--- config.mk ---
export PLATFORM = sky130hd
export DESIGN_NAME = sd_req_arbiter
export DESIGN_NICKNAME = d
export VERILOG_FILES = /design/src/rtl/sd_req_arbiter.sv
export SDC_FILE = /design/constraint.sdc
export NUM_CORES = 1
export LEC_CHECK = 0
export BUFFER_PORTS_ARGS = -buffer_cell sky130_fd_sc_hd__buf_2
export CORE_MARGIN = 5
export CORE_UTILIZATION = 47
export CTS_BUF_LIST = sky130_fd_sc_hd__clkbuf_4 sky130_fd_sc_hd__clkbuf_8
export CTS_CLUSTER_DIAMETER = 60
export DETAILED_ROUTE_END_ITERATION = 8
export GPL_ROUTABILITY_DRIVEN = 0
export PLACE_DENSITY = 0.88
export SYNTH_ARGS = -nofsm -noshare
export SYNTH_HDL_FRONTEND = slang
export SYNTH_SLANG_ARGS = --single-unit
--- constraint.sdc ---
create_clock -name i_clk -period 2.6 [get_ports i_clk]
set_clock_uncertainty 0.15 [all_clocks]
set_input_delay 0.52 -clock i_clk [delete_from_list [all_inputs] [get_ports i_clk]]
set_output_delay 0.52 -clock i_clk [all_outputs]
set_load 0.02 [all_outputs]
--- src/rtl/sd_req_arbiter.sv ---
// Round-robin arbiter sharing one SPI-mode SD controller between the
// boot loader (port 0) and the disk DMA (port 1), with byte-count check.
module sd_req_arbiter #(
   parameter int BLK_BYTES     = 512,
   parameter int CNT_W         = 32,
   parameter int START_TIMEOUT = 64
) (
   input  logic        i_clk,
   input  logic        i_rst_n,
   input  logic [1:0]  i_req,
   input  logic [1:0]  i_we,
   input  logic [31:0] i_blk_num0,
   input  logic [31:0] i_blk_num1,
   input  logic [31:0] i_adr0,
   input  logic [31:0] i_adr1,
   output logic [1:0]  o_grant,
   output logic [1:0]  o_done,
   output logic        o_err,
   output logic [7:0]  o_rdata,
   output logic [1:0]  o_rdata_en,
   input  logic [7:0]  i_wdata0,
   input  logic [7:0]  i_wdata1,
   output logic [1:0]  o_wdata_ready,
   input  logic        sd_ready,
   output logic        sd_ren,
   output logic        sd_wen,
   output logic [31:0] sd_blk_num,
   output logic [31:0] sd_adr,
   input  logic [7:0]  sd_rdata,
   input  logic        sd_rdata_en,
   output logic [7:0]  sd_wdata,
   input  logic        sd_wdata_ready
);

   typedef enum logic [2:0] {
      IDLE, ISSUE, WAIT_BUSY, BUSY, DONE
   } state_t;

   localparam int TMO_W = $clog2(START_TIMEOUT + 1);

   state_t             state_q, state_d;
   logic [1:0]         grant_q, grant_d;
   logic [1:0]         done_q, done_d;
   logic               err_q, err_d;
   logic [7:0]         rdata_q, rdata_d;
   logic [1:0]         rdata_en_q, rdata_en_d;
   logic               ren_q, ren_d;
   logic               wen_q, wen_d;
   logic [31:0]        blk_q, blk_d;
   logic [31:0]        adr_q, adr_d;
   logic               we_q, we_d;
   logic               gsel_q, gsel_d;
   logic               last_q, last_d;
   logic [CNT_W-1:0]   cnt_q, cnt_d;
   logic [TMO_W-1:0]   tmo_q, tmo_d;

   logic               win;
   logic               sel_we;
   logic [31:0]        sel_blk;
   logic [31:0]        sel_adr;
   logic               step;
   logic [CNT_W-1:0]   exp_cnt;

   // expected byte total for the latched command, truncated to counter width
   assign exp_cnt = CNT_W'(blk_q) * CNT_W'(BLK_BYTES);

   // pick the winner: contested requests go to the port not served last
   always_comb begin
      win = i_req[1];
      if (i_req == 2'b11) win = ~last_q;
      sel_we  = i_we[win];
      sel_blk = win ? i_blk_num1 : i_blk_num0;
      sel_adr = win ? i_adr1 : i_adr0;
   end

   // next-state and registered-output logic of the transfer sequencer
   always_comb begin
      state_d    = state_q;
      grant_d    = grant_q;
      done_d     = 2'b00;
      err_d      = err_q;
      rdata_d    = rdata_q;
      rdata_en_d = 2'b00;
      ren_d      = 1'b0;
      wen_d      = 1'b0;
      blk_d      = blk_q;
      adr_d      = adr_q;
      we_d       = we_q;
      gsel_d     = gsel_q;
      last_d     = last_q;
      cnt_d      = cnt_q;
      tmo_d      = tmo_q;
      step       = 1'b0;
      unique case (state_q)
         IDLE: begin
            if (sd_ready && (|i_req)) begin
               gsel_d  = win;
               grant_d = win ? 2'b10 : 2'b01;
               we_d    = sel_we;
               blk_d   = sel_blk;
               adr_d   = sel_adr;
               cnt_d   = '0;
               if (sel_blk == 32'd0) begin
                  state_d = DONE;
                  done_d  = win ? 2'b10 : 2'b01;
                  err_d   = 1'b1;
               end else begin
                  state_d = ISSUE;
                  ren_d   = ~sel_we;
                  wen_d   = sel_we;
               end
            end
         end
         ISSUE: begin
            state_d = WAIT_BUSY;
            tmo_d   = '0;
         end
         WAIT_BUSY: begin
            if (!sd_ready) begin
               state_d = BUSY;
            end else if (tmo_q == TMO_W'(START_TIMEOUT - 1)) begin
               state_d = DONE;
               done_d  = grant_q;
               err_d   = 1'b1;
            end else begin
               tmo_d = tmo_q + TMO_W'(1);
            end
         end
         BUSY: begin
            if (we_q) begin
               step = sd_wdata_ready;
            end else begin
               step       = sd_rdata_en;
               rdata_d    = sd_rdata;
               rdata_en_d = sd_rdata_en ? grant_q : 2'b00;
            end
            if (step && (cnt_q != '1)) cnt_d = cnt_q + CNT_W'(1);
            if (sd_ready) begin
               state_d = DONE;
               done_d  = grant_q;
               err_d   = (cnt_d != exp_cnt);
            end
         end
         DONE: begin
            state_d = IDLE;
            grant_d = 2'b00;
            err_d   = 1'b0;
            last_d  = gsel_q;
         end
         default: state_d = IDLE;
      endcase
   end

   // state and output registers; port 0 favoured out of reset
   always_ff @(posedge i_clk or negedge i_rst_n) begin
      if (!i_rst_n) begin
         state_q    <= IDLE;
         grant_q    <= 2'b00;
         done_q     <= 2'b00;
         err_q      <= 1'b0;
         rdata_q    <= 8'd0;
         rdata_en_q <= 2'b00;
         ren_q      <= 1'b0;
         wen_q      <= 1'b0;
         blk_q      <= 32'd0;
         adr_q      <= 32'd0;
         we_q       <= 1'b0;
         gsel_q     <= 1'b0;
         last_q     <= 1'b1;
         cnt_q      <= '0;
         tmo_q      <= '0;
      end else begin
         state_q    <= state_d;
         grant_q    <= grant_d;
         done_q     <= done_d;
         err_q      <= err_d;
         rdata_q    <= rdata_d;
         rdata_en_q <= rdata_en_d;
         ren_q      <= ren_d;
         wen_q      <= wen_d;
         blk_q      <= blk_d;
         adr_q      <= adr_d;
         we_q       <= we_d;
         gsel_q     <= gsel_d;
         last_q     <= last_d;
         cnt_q      <= cnt_d;
         tmo_q      <= tmo_d;
      end
   end

   // write bytes pass straight through so the port can refill in time
   always_comb begin
      sd_wdata      = 8'd0;
      o_wdata_ready = 2'b00;
      if ((state_q == BUSY) && we_q) begin
         sd_wdata      = gsel_q ? i_wdata1 : i_wdata0;
         o_wdata_ready = sd_wdata_ready ? grant_q : 2'b00;
      end
   end

   assign o_grant    = grant_q;
   assign o_done     = done_q;
   assign o_err      = err_q;
   assign o_rdata    = rdata_q;
   assign o_rdata_en = rdata_en_q;
   assign sd_ren     = ren_q;
   assign sd_wen     = wen_q;
   assign sd_blk_num = blk_q;
   assign sd_adr     = adr_q;

endmodule

---- After elaboration in Yosys (flattened, before gate mapping) ----
Index checks and enable logic that the tools add are counted.
Widths: inputs -> output; s select.
storage, ports and cells
  register bits after elaboration ......... 126
  bits in writable memories ............... 0
  bits in read-only memories .............. 0
  bits in latches ......................... 0
  memories ................................ 0
  output and inout port bits .............. 91
  word-level logic and storage cells ...... 101
cells by class
  muxes and demuxes ....................... 48
  bitwise operators ....................... 3
  divide/modulo/power cells ............... 0
  $mul .................................... 0
  reductions and logical operators ........ 17
  shift operators ......................... 0
  equal/unequal tests ..................... 15
  $lt $le $gt $ge ......................... 1
  $add $sub $neg .......................... 2
operators with widths
  operator               count
  $mux 32                5
  $pmux 32 s2            1
  $add 32x1->32 const B  1
  $logic_not 32->1       1
  $ne 32x32->1           1
  $ne 32x32->1 const B   1
  $mux 2                 12
  $mux 1                 16
  $mux 8                 2
  $mux 3                 5
  $mux 7                 2
  $pmux 7 s2             1
  $ne 2x2->1 const B     6
  $pmux 3 s4             1
  $reduce_and 2->1       4
  $add 7x1->7 const B    1
  $eq 7x6->1 const B     1
  $eq 3x2->1 const B     2
  $pmux 2 s3             1
  $reduce_and 3->1       2
  $reduce_and 6->1       1
  $reduce_bool 2->1      3
  $pmux 1 s4             1
  $pmux 2 s2             1
  other kinds (10)       14

---- Logic depth before layout (Yosys ltp) ----
Gate-level depths: netlist (run 1).
  word-level depth ........................ 8
  mapped depth ............................ 11
  gate-level depth less buffers ........... 9

---- Least setup slack after synthesis (run 1) ----
No wires, ideal clock.
  path type ............................... register to register
  start point ............................. register cnt_q[0]
  end point ............................... register err_q, in the netlist o_err
  library setup time ...................... 0.124 ns
  cell stages (with the launch flop) ...... 10
  arrival time ............................ 2.597 ns
  path slack .............................. -0.271 ns
  path through ............................ dfrtp_1 ha_1 nand4_1 nor4_4 a21oi_2 and3_4 or3_1 a211o_1 a311o_1 a211o_1
between the ends
  word-level cells in the longest chain between the ends .. 7
  elaborated cells on any way between the ends .. 8
RTL lines
  what                                                   line  source
  start: declaration                                     54    logic [CNT_W-1:0] cnt_q, cnt_d;
  start signal: assignment                               186   cnt_q <= cnt_d;
  branches (longest 2 deep; another with $add 32x1->32)  -
  $mux 32 *                                              137   if (step && (cnt_q != '1)) cnt_d = cnt_q + CNT_W'(1);
  $mux 32 *                                              94    unique case (state_q)
  $ne 32x32->1 *                                         141   err_d = (cnt_d != exp_cnt);
  $mux 1 *                                               138   if (sd_ready) begin
  $pmux 1 s4 *                                           94
  end signal: assignment                                 176   err_q <= err_d;
  end: declaration                                       44    logic err_q, err_d;
Mark *: on every way between the ends. The select of a mux whose other input is x is not followed.
A chain may end at the register's enable or synchronous reset.

---- Worst setup path after layout (run 1) ----
  start point ............................. register we_q
  end point ............................... register err_q, in the netlist o_err
between the ends
  word-level cells in the longest chain between the ends .. 8
RTL lines
  what                      line  source
  start: declaration        51    logic we_q, we_d;
  start signal: assignment  183   we_q <= we_d;
  $mux 1                    130   if (we_q) begin
  $mux 1                    94
  $logic_and 1x1->1         137
  $mux 32                   137
  $mux 32                   94
  $ne 32x32->1              141
  $mux 1                    138
  $pmux 1 s4                94
No other way between the ends. The select of a mux whose other input is x is not followed.

==> results of run 1 <==
-- metrics by stage --
step,power [W],util
finish,0.00933,0.661
global route,0.00988,0.661
CTS,0.00932,0.658
detailed placement,0.00753,0.628
global placement,0.00738,0.628
floorplan,0.00580,-
-- cells in the mapped netlist (14+ instances only) --
library cell,count,area [µm²]
nor2_1,108,405
o21ai_0,51,255
nand2_1,173,649
nand3_1,16,80.1
xnor2_1,20,175
clkbuf_1,44,165
nand4_1,23,144
dfrtp_1,125,3130
a21oi_1,14,70.1
xor2_1,22,193
nor4_1,23,144
nor3_1,15,75.1
a31oi_1,65,407
-- worst paths after layout --
kind / start / end / slack [ns] / cells after the start
max in group asynchronous: i_rst_n / last_q / 1.30 / 3
hold reg to reg: last_q / last_q / 0.34 / 2
setup / recovery: we_q / o_err / -0.31 / 7
min in group asynchronous: i_rst_n / o_rdata[7] / 0.29 / 2
setup reg to reg: we_q / o_err / -0.31 / 7
hold / removal: sd_rdata[7] / o_rdata[7] / 0.15 / 2
-- routing by layer --
metal	vias to the layer above	routed length, µm	GRT usage
li1	3758	-	-
met4	2	875	0.115
met5	-	7	0
met2	443	12200	0.442
met1	3707	9350	0.328
met3	79	2300	0.0725
-- power groups by stage --
stage | logic [W] | registers (W) | clock network [W]
after detailed placement | 0.00425 | 0.00328 | 0
after floorplan | 0.00195 | 0.00384 | 0
after CTS | 0.00428 | 0.00325 | 0.00179
after global placement | 0.00414 | 0.00324 | 0
final | 0.00430 | 0.00326 | 0.00177
after global routing | 0.00466 | 0.00334 | 0.00188
-- cells by family after synthesis --
group | synth area share
simple gates | 0.265
buf+inv | 0.0389
fa+ha+maj | 0.00349
mux | 0.0338
xor+xnor | 0.0544
compound gates | 0.165
flops | 0.440
-- what timing repair did --
action,in CTS,in global routing
endpoints found under the setup margin,1,13
pin swaps,9,3
hold buffers,1,0
setup buffers,3,1
endpoints found under the hold margin,11,0
gates resized for setup,5,8
-- flip-flops by register name, summed over array words and instances, names as in the netlist --
register,flops
last_q,1
o_err,1
state_q,3
gsel_q,1
o_rdata_en,2
sd_wen,1
o_grant,2
o_rdata,8
sd_ren,1
o_done,2
sd_blk_num,32
cnt_q,32
we_q,1
tmo_q,7
sd_adr,32
-- critical path, cell delays in order, from the launching register on --
cell and delay (ns):
dfrtp_1 0.41, mux2i_1 0.23, or3_4 0.49, nor4_1 0.51
xnor3_1 0.22, nand4_1 0.08, o41a_1 0.44, a211o_1 0.27
-- area by class of cell --
class / count / area, µm² / area share
Clock inverter: 11 / 143 / 0.0143
Tap cell: 188 / 235 / 0.0236
Inverter: 11 / 41.3 / 0.00414
Multi-Input combinational cell: 661 / 3830 / 0.384
Sequential cell: 126 / 3160 / 0.316
Timing Repair Buffer: 386 / 2310 / 0.232
Clock buffer: 20 / 263 / 0.0263
-- cells in the final DEF, fill, tap and decap left out, drive strengths merged, types with 16 or more instances in the layout --
cell type  synthesis  routed
o21ai             51      51
xor2              22      22
clkbuf            46      20
nand4             24      24
nor2             108     108
xnor2             20      20
buf               12     385
dfrtp            125     125
a31oi             65      65
nand3             16      16
nor4              24      24
nand2            173     173
==> out/results.tsv, run 1 <==
metric	value	unit
diode count	0	
switching share of power	0.433	
core outline area	15100	µm²
first-pass GRT wire length	38100	µm
Max-Cap Viols	0	
WL/cell	17.6	µm
Fillers	1170	
Hold Vio Cnt, Final	0	
number of library cell types mapped by synthesis	61	
CTS Buf Count	17	
Clk network pwr share	0.190	
Worst EP required	2.79	ns
post-DR vias/cell	5.69	
Final ANT Viol Nets	0	
number of global-route vias before repair	7634	
Worst setup EP type	flip-flop	
largest net degree at the start of global routing	134	
Final nets	1366	
Die Y	134	µm
DP Wirelength	18600	µm
internal power	0.00529	W
Worst-Skew Late Latency	0.45	ns
synth warn	0	
Mapped Cells	856	
Seq pwr share	0.349	
total track usage	0.267	
fin cells	1403	
share of layout cells above drive strength 1	0.374	
syn avg cell area	8.38	µm²
failing checks	setup timing	
Leak	4.82	nW
Logic pwr share	0.461	
crit-path max FO	8	
via count	7989	
CTS tree	built	
die area	17800	µm²
design area	9980	µm²
Crit Path Category	reg2reg	
Max VDD drop	0.558	mV
root buf cell	clkbuf_8	
number of enable flip-flop cells after synthesis	0	
Cells after DPL	1367	
Fin Setup TNS	-0.313	ns
clk sinks	126	
WP data arrival	3.10	ns
DRC	0	
DP Area	9470	µm²
power per cell area	935	nW/µm²
#FFs+latches synth	126	
fmax	343	MHz
Layout area overhead	39.1	%
RSZ-0062 raised after global routing	true	
routed wire length	24700	µm
IO Pins	252	
critical path startpoint category	flip-flop	
Post-Place Worst Slack	-0.523	ns
synthesized area	7170	µm²
Initial Utilization	0.475	
Worst-path clk slew	0.07	ns
Rel. slew slack	0.485	
worst-margin pin slew	0.770	ns
grt ovf	0	
Main synth FF type	dfrtp_1	
Pins Over Slew Limit	0	
CTS max path bufs	2	
Die Wd	134	µm
Min-Delay Path Class	in2reg	
setup ws final	-0.313	ns
Syn Nets	1019	
num rows	45	
IO Port Bufs	251	
WHS	0.147	ns
initial antenna violation count	1	
setup violators final	1	
P_sw	0.00404	W
H-tree Lvls	4	
Initial DRT Pass Iterations	5	
Tcrit/Tclk final	1.12	
status	complete, but fails checks	
post-synthesis sequential area ratio	0.440	
ys async rst share	1.00	
Tmin final	2.91	ns
1st-iter DRT viols	774	
No activity file was read; power rests on OpenSTA's default activity.
==> run 2, diff against run 1 <==
==> constraint.sdc (replaced) <==
create_clock -name i_clk -period 2.3 [get_ports i_clk]
set_clock_uncertainty 0.15 [all_clocks]
set_input_delay 0.46 -clock i_clk [delete_from_list [all_inputs] [get_ports i_clk]]
set_output_delay 0.46 -clock i_clk [all_outputs]
set_load 0.02 [all_outputs]
==> out/results.tsv, run 2 (same netlist as run 1, synthesis figures left out) <==
metric	value	unit
Worst-path clk slew	0.08	ns
WHS	0.0633	ns
commonest non-fill, non-tap cells in the layout	buf_2, buf_4, nand2_1	
CP Launch Point	cnt_q[1]	
setup violators final	32	
IO Port Bufs	251	
post-DR vias/cell	5.97	
Initial Utilization	0.475	
worst-margin pin slew	0.720	ns
Worst-Skew Late Latency	0.48	ns
CTS max path bufs	2	
Die Y	134	µm
clk sinks	126	
Final nets	1422	
Final ANT Viol Nets	0	
area of the multi-input gates	4130	µm²
via count	8715	
IO Pins	252	
failing checks	setup timing	
Seq. cell area	3160	µm²
DP Wirelength	19800	µm
Worst EP required	2.52	ns
Fillers	1056	
diode count	0	
WL/cell	20.3	µm
Leak	5.18	nW
die area	17800	µm²
Layout area overhead	50.5	%
met1 Use GR	0.363	
routed wire length	29600	µm
total track usage	0.297	
Worst setup EP type	flip-flop	
critical path startpoint category	flip-flop	
most common cell after layout, fill and taps aside	buf_2	
fmax	309	MHz
Max-Cap Viols	0	
RSZ-0062 raised after global routing	true	
Tmin final	3.24	ns
Max VDD drop	0.673	mV
Post-Place Worst Slack	-0.751	ns
1st-iter DRT viols	1139	
final core utilization	0.716	
met3 usage	0.0736	
setup ws final	-0.940	ns
core outline area	15100	µm²
grt ovf	0	
root buf cell	clkbuf_8	
largest net degree at the start of global routing	115	
number of global-route vias before repair	8056	
CTS Buf Count	17	
share of layout cells above drive strength 1	0.435	
Fin Setup TNS	-4.22	ns
WP data arrival	3.46	ns
power per cell area	1040	nW/µm²
first-pass GRT wire length	41900	µm
startpoint of the worst register-to-register path	cnt_q[1]	
Rel. slew slack	0.520	
Initial DRT Pass Iterations	7	
H-tree Lvls	4	
Die Wd	134	µm
design area	10800	µm²
crit-path max FO	6	
met2 GRT Util	0.501	
DRC	0	
DP Area	9780	µm²
Hold Vio Cnt, Final	0	
Pins Over Slew Limit	0	
Crit Path Category	reg2reg	
status	complete, but fails checks	
initial antenna violation count	1	
CTS tree	built	
num rows	45	
busiest layer in global routing	met2	
Tcrit/Tclk final	1.41	
hold_sp	sd_rdata[1]	
Min-Delay Path Class	in2reg	
run 2: changes by cell type in the layout (fill, tap and decap cells not counted), moves of 7 or more:
| cell | delta |
|---|---|
| buf_4 | +40 |
| buf_6 | +25 |
| o21ai_0 | -23 |
| o21ai_1 | +16 |
| nor2_1 | -11 |
| buf_2 | -10 |
| nor2_4 | +10 |
| o21ai_2 | +7 |
run 2: final cells by class:
cell class	instances	share of cell area
flip-flops and latches	126	0.292
multi-input cells	662	0.382
clock inverters	15	0.0152
clock buffers	17	0.0217
repair buffers	441	0.263
inverters	11	0.00382
well taps	188	0.0218
run 2: worst max-delay path, stage by stage (launching register included):
cell	delay, ns
dfrtp_1	0.43
ha_4	0.17
nand4_1	0.22
nor4_4	0.39
buf_4	0.20
buf_6	0.13
a211oi_4	0.08
xnor2_1	0.15
nor4_1	0.42
nand4b_1	0.14
o41a_1	0.43
a211o_1	0.22
run 2: final timing paths:
kind	to	slack [ns]	cells past startpoint
hold reg to reg	last_q	0.35	2
min in group asynchronous	o_done[1]	0.23	2
setup reg to reg	o_err	-0.94	11
setup / recovery	o_err	-0.94	11
hold / removal	o_rdata[1]	0.06	2
max in group asynchronous	sd_adr[15]	1.11	3
run 2: repair_timing:
action	4_1_cts	5_1_grt
resized for setup	44	76
cloned	1	0
endpoints found under the hold margin	51	0
buffers inserted	11	14
endpoints found under the setup margin	20	42
pin swaps	15	41
hold buffers	1	0
run 2: per-layer routing:
metal  wire length [µm]  part of all wire
met1              10200              0.35
met2              14200              0.48
met3               3230              0.11
met4               1910             0.065
met5                  7           0.00024
run 2: power by group:
part | switching, W | total (W) | internal (W) | leakage [nW]
sequential | 0.000678 | 0.00368 | 0.00300 | 1.53
combinational | 0.00341 | 0.00553 | 0.00212 | 3.46
clock | 0.00102 | 0.00199 | 0.000976 | 0.191
total | 0.00510 | 0.0112 | 0.00609 | 5.18
run 2: metrics by stage:
| stage | instances | total power, W |
|---|---|---|
| 6_report | 1460 | 0.0112 |
| 5_1_grt | 1460 | 0.0117 |
| 4_1_cts | 1446 | 0.0109 |
| 3_5_place_dp | 1401 | 0.00872 |
| 3_3_place_gp | 1401 | 0.00853 |
| 2_1_floorplan | 856 | 0.00661 |
==> run 3, diff against run 2 <==
--- a/config.mk
+++ b/config.mk
@@ -5,7 +5,7 @@
 export SDC_FILE = /design/constraint.sdc
 export NUM_CORES = 1
 export LEC_CHECK = 0
-export BUFFER_PORTS_ARGS = -buffer_cell sky130_fd_sc_hd__buf_2
+export BUFFER_PORTS_ARGS = -buffer_cell sky130_fd_sc_hd__clkbuf_2
 export CORE_MARGIN = 5
 export CORE_UTILIZATION = 47
 export CTS_BUF_LIST = sky130_fd_sc_hd__clkbuf_4 sky130_fd_sc_hd__clkbuf_8
==> constraint.sdc (replaced) <==
create_clock -name i_clk -period 2.71 [get_ports i_clk]
set_clock_uncertainty 0.15 [all_clocks]
set_input_delay 0.542 -clock i_clk [delete_from_list [all_inputs] [get_ports i_clk]]
set_output_delay 0.542 -clock i_clk [all_outputs]
set_load 0.02 [all_outputs]
==> out/results.tsv, run 3 (same netlist as run 1, synthesis figures left out) <==
metric	value	unit
status	complete, but fails checks	
failing checks	setup timing	
fmax	342	MHz
Worst EP required	2.91	ns
switching share of power	0.435	
Die Wd	134	µm
Fillers	1184	
number of global-route vias before repair	7933	
Layout area overhead	39.7	%
grt ovf	0	
DP Area	9450	µm²
RSZ-0062 raised after global routing	true	
Hold Vio Cnt, Final	0	
WL/cell	18.2	µm
num rows	45	
met3 usage	0.0725	
critical path startpoint category	flip-flop	
setup violators final	1	
Final nets	1369	
CTS max path bufs	2	
Worst-path clk slew	0.09	ns
CP most frequent cell	buf_4	
largest net degree at the start of global routing	94	
Tcrit/Tclk final	1.08	
Rel. slew slack	0.505	
Max-Cap Viols	0	
Pins Over Slew Limit	0	
diode count	0	
total track usage	0.280	
Crit Path Category	reg2reg	
H-tree Lvls	4	
Fin Setup TNS	-0.211	ns
busiest layer in global routing	met2	
P_sw	0.00397	W
Largest stage delay, worst path	0.36	ns
WP data arrival	3.12	ns
core outline area	15100	µm²
IO Pins	252	
setup ws final	-0.211	ns
Leak	4.90	nW
crit-path max FO	4	
met1 Use GR	0.334	
Logic pwr share	0.456	
DP Wirelength	19100	µm
Worst-Skew Late Latency	0.45	ns
Min-Delay Path Class	in2reg	
clk sinks	126	
1st-iter DRT viols	823	
root buf cell	clkbuf_8	
first-pass GRT wire length	40000	µm
fin cells	1406	
Tmin final	2.92	ns
Final ANT Viol Nets	0	
routed wire length	25500	µm
Worst setup EP type	flip-flop	
post-DR vias/cell	5.79	
IO Port Bufs	251	
power per cell area	909	nW/µm²
commonest non-fill, non-tap cells in the layout	clkbuf_2, nand2_1, buf_4	
via count	8141	
worst-margin pin slew	0.742	ns
met2 GRT Util	0.484	
Clk network pwr share	0.199	
Seq pwr share	0.344	
Cells after DPL	1365	
Initial DRT Pass Iterations	5	
initial antenna violation count	0	
Max VDD drop	0.623	mV
CTS Buf Count	17	
CP max-delay cell	dfrtp_1	
most common cell after layout, fill and taps aside	clkbuf_2	
CTS tree	built	
design area	10000	µm²
Initial Utilization	0.475	
crit path cell chain	ha_2, buf_4, nand3_1, buf_4, nor3_1, buf_4, nand4_1, and2_1, nor4_1, nand4b_1, o41a_1, a211o_1	
share of layout cells above drive strength 1	0.375	
DRC	0	
internal power	0.00514	W
Die Y	134	µm
die area	17800	µm²
[run 3: what timing repair did]
| action | in CTS | in global routing |
|---|---|---|
| hold endpoints to repair | 44 | 0 |
| hold buffers | 1 | 0 |
| setup buffers | 6 | 3 |
| endpoints found under the setup margin | 1 | 11 |
| pin swaps | 14 | 6 |
| resized for setup | 12 | 2 |
[run 3: power by group through the flow]
stage          clock network, W  logic, W  registers [W]
4_1_cts                 0.00184   0.00413        0.00313
2_1_floorplan                 0   0.00187        0.00369
3_3_place_gp                  0   0.00398        0.00313
6_report                0.00182   0.00416        0.00314
5_1_grt                 0.00192   0.00446        0.00321
3_5_place_dp                  0   0.00409        0.00316
[run 3: critical path: cells and delay by family (launching register included)]
kind	cells	cell delay, ns
DFF	1	0.36
AOI/OAI and AO/OA	2	0.59
adders and majority gates	1	0.19
buffers and inverters	3	0.44
and+or+nand+nor	6	1.09
[run 3: layout make-up]
type	instances	area (µm²)	share of cell area
multi-input combinational	661	3820	0.381
sequential	126	3150	0.315
timing repair buffer	389	2340	0.233
clock buffer	18	248	0.0247
tap	188	235	0.0235
clock inverter	13	189	0.0188
inverter	11	41.3	0.00412
[run 3: through the flow]
step           hold WS, ns  total power (W)  setup slack (ns)   util
3_5_place_dp         0.336          0.00726            -0.378  0.626
5_1_grt              0.148          0.00960            -0.323  0.664
4_1_cts              0.132          0.00910            -0.161  0.663
2_1_floorplan       0.0964          0.00556            -0.161      -
6_report             0.156          0.00911            -0.211  0.664
3_3_place_gp         0.319          0.00710            -0.349  0.626
[run 3: per-layer routing]
layer  part of all wire  routed length [µm]
met5                  0                   0
met4              0.036                 918
met3              0.088                2250
met2               0.49               12600
met1               0.38                9760
[run 3: worst paths after layout]
path,slack [ns],end,startpoint,cells after the start
setup / recovery,-0.21,o_err,cnt_q[0],12
hold / removal,0.16,sd_adr[6],i_adr0[6],3
setup reg to reg,-0.21,o_err,cnt_q[0],12
hold reg to reg,0.34,last_q,last_q,2
max in group asynchronous,1.21,cnt_q[21],i_rst_n,3
min in group asynchronous,0.50,o_rdata[2],i_rst_n,2
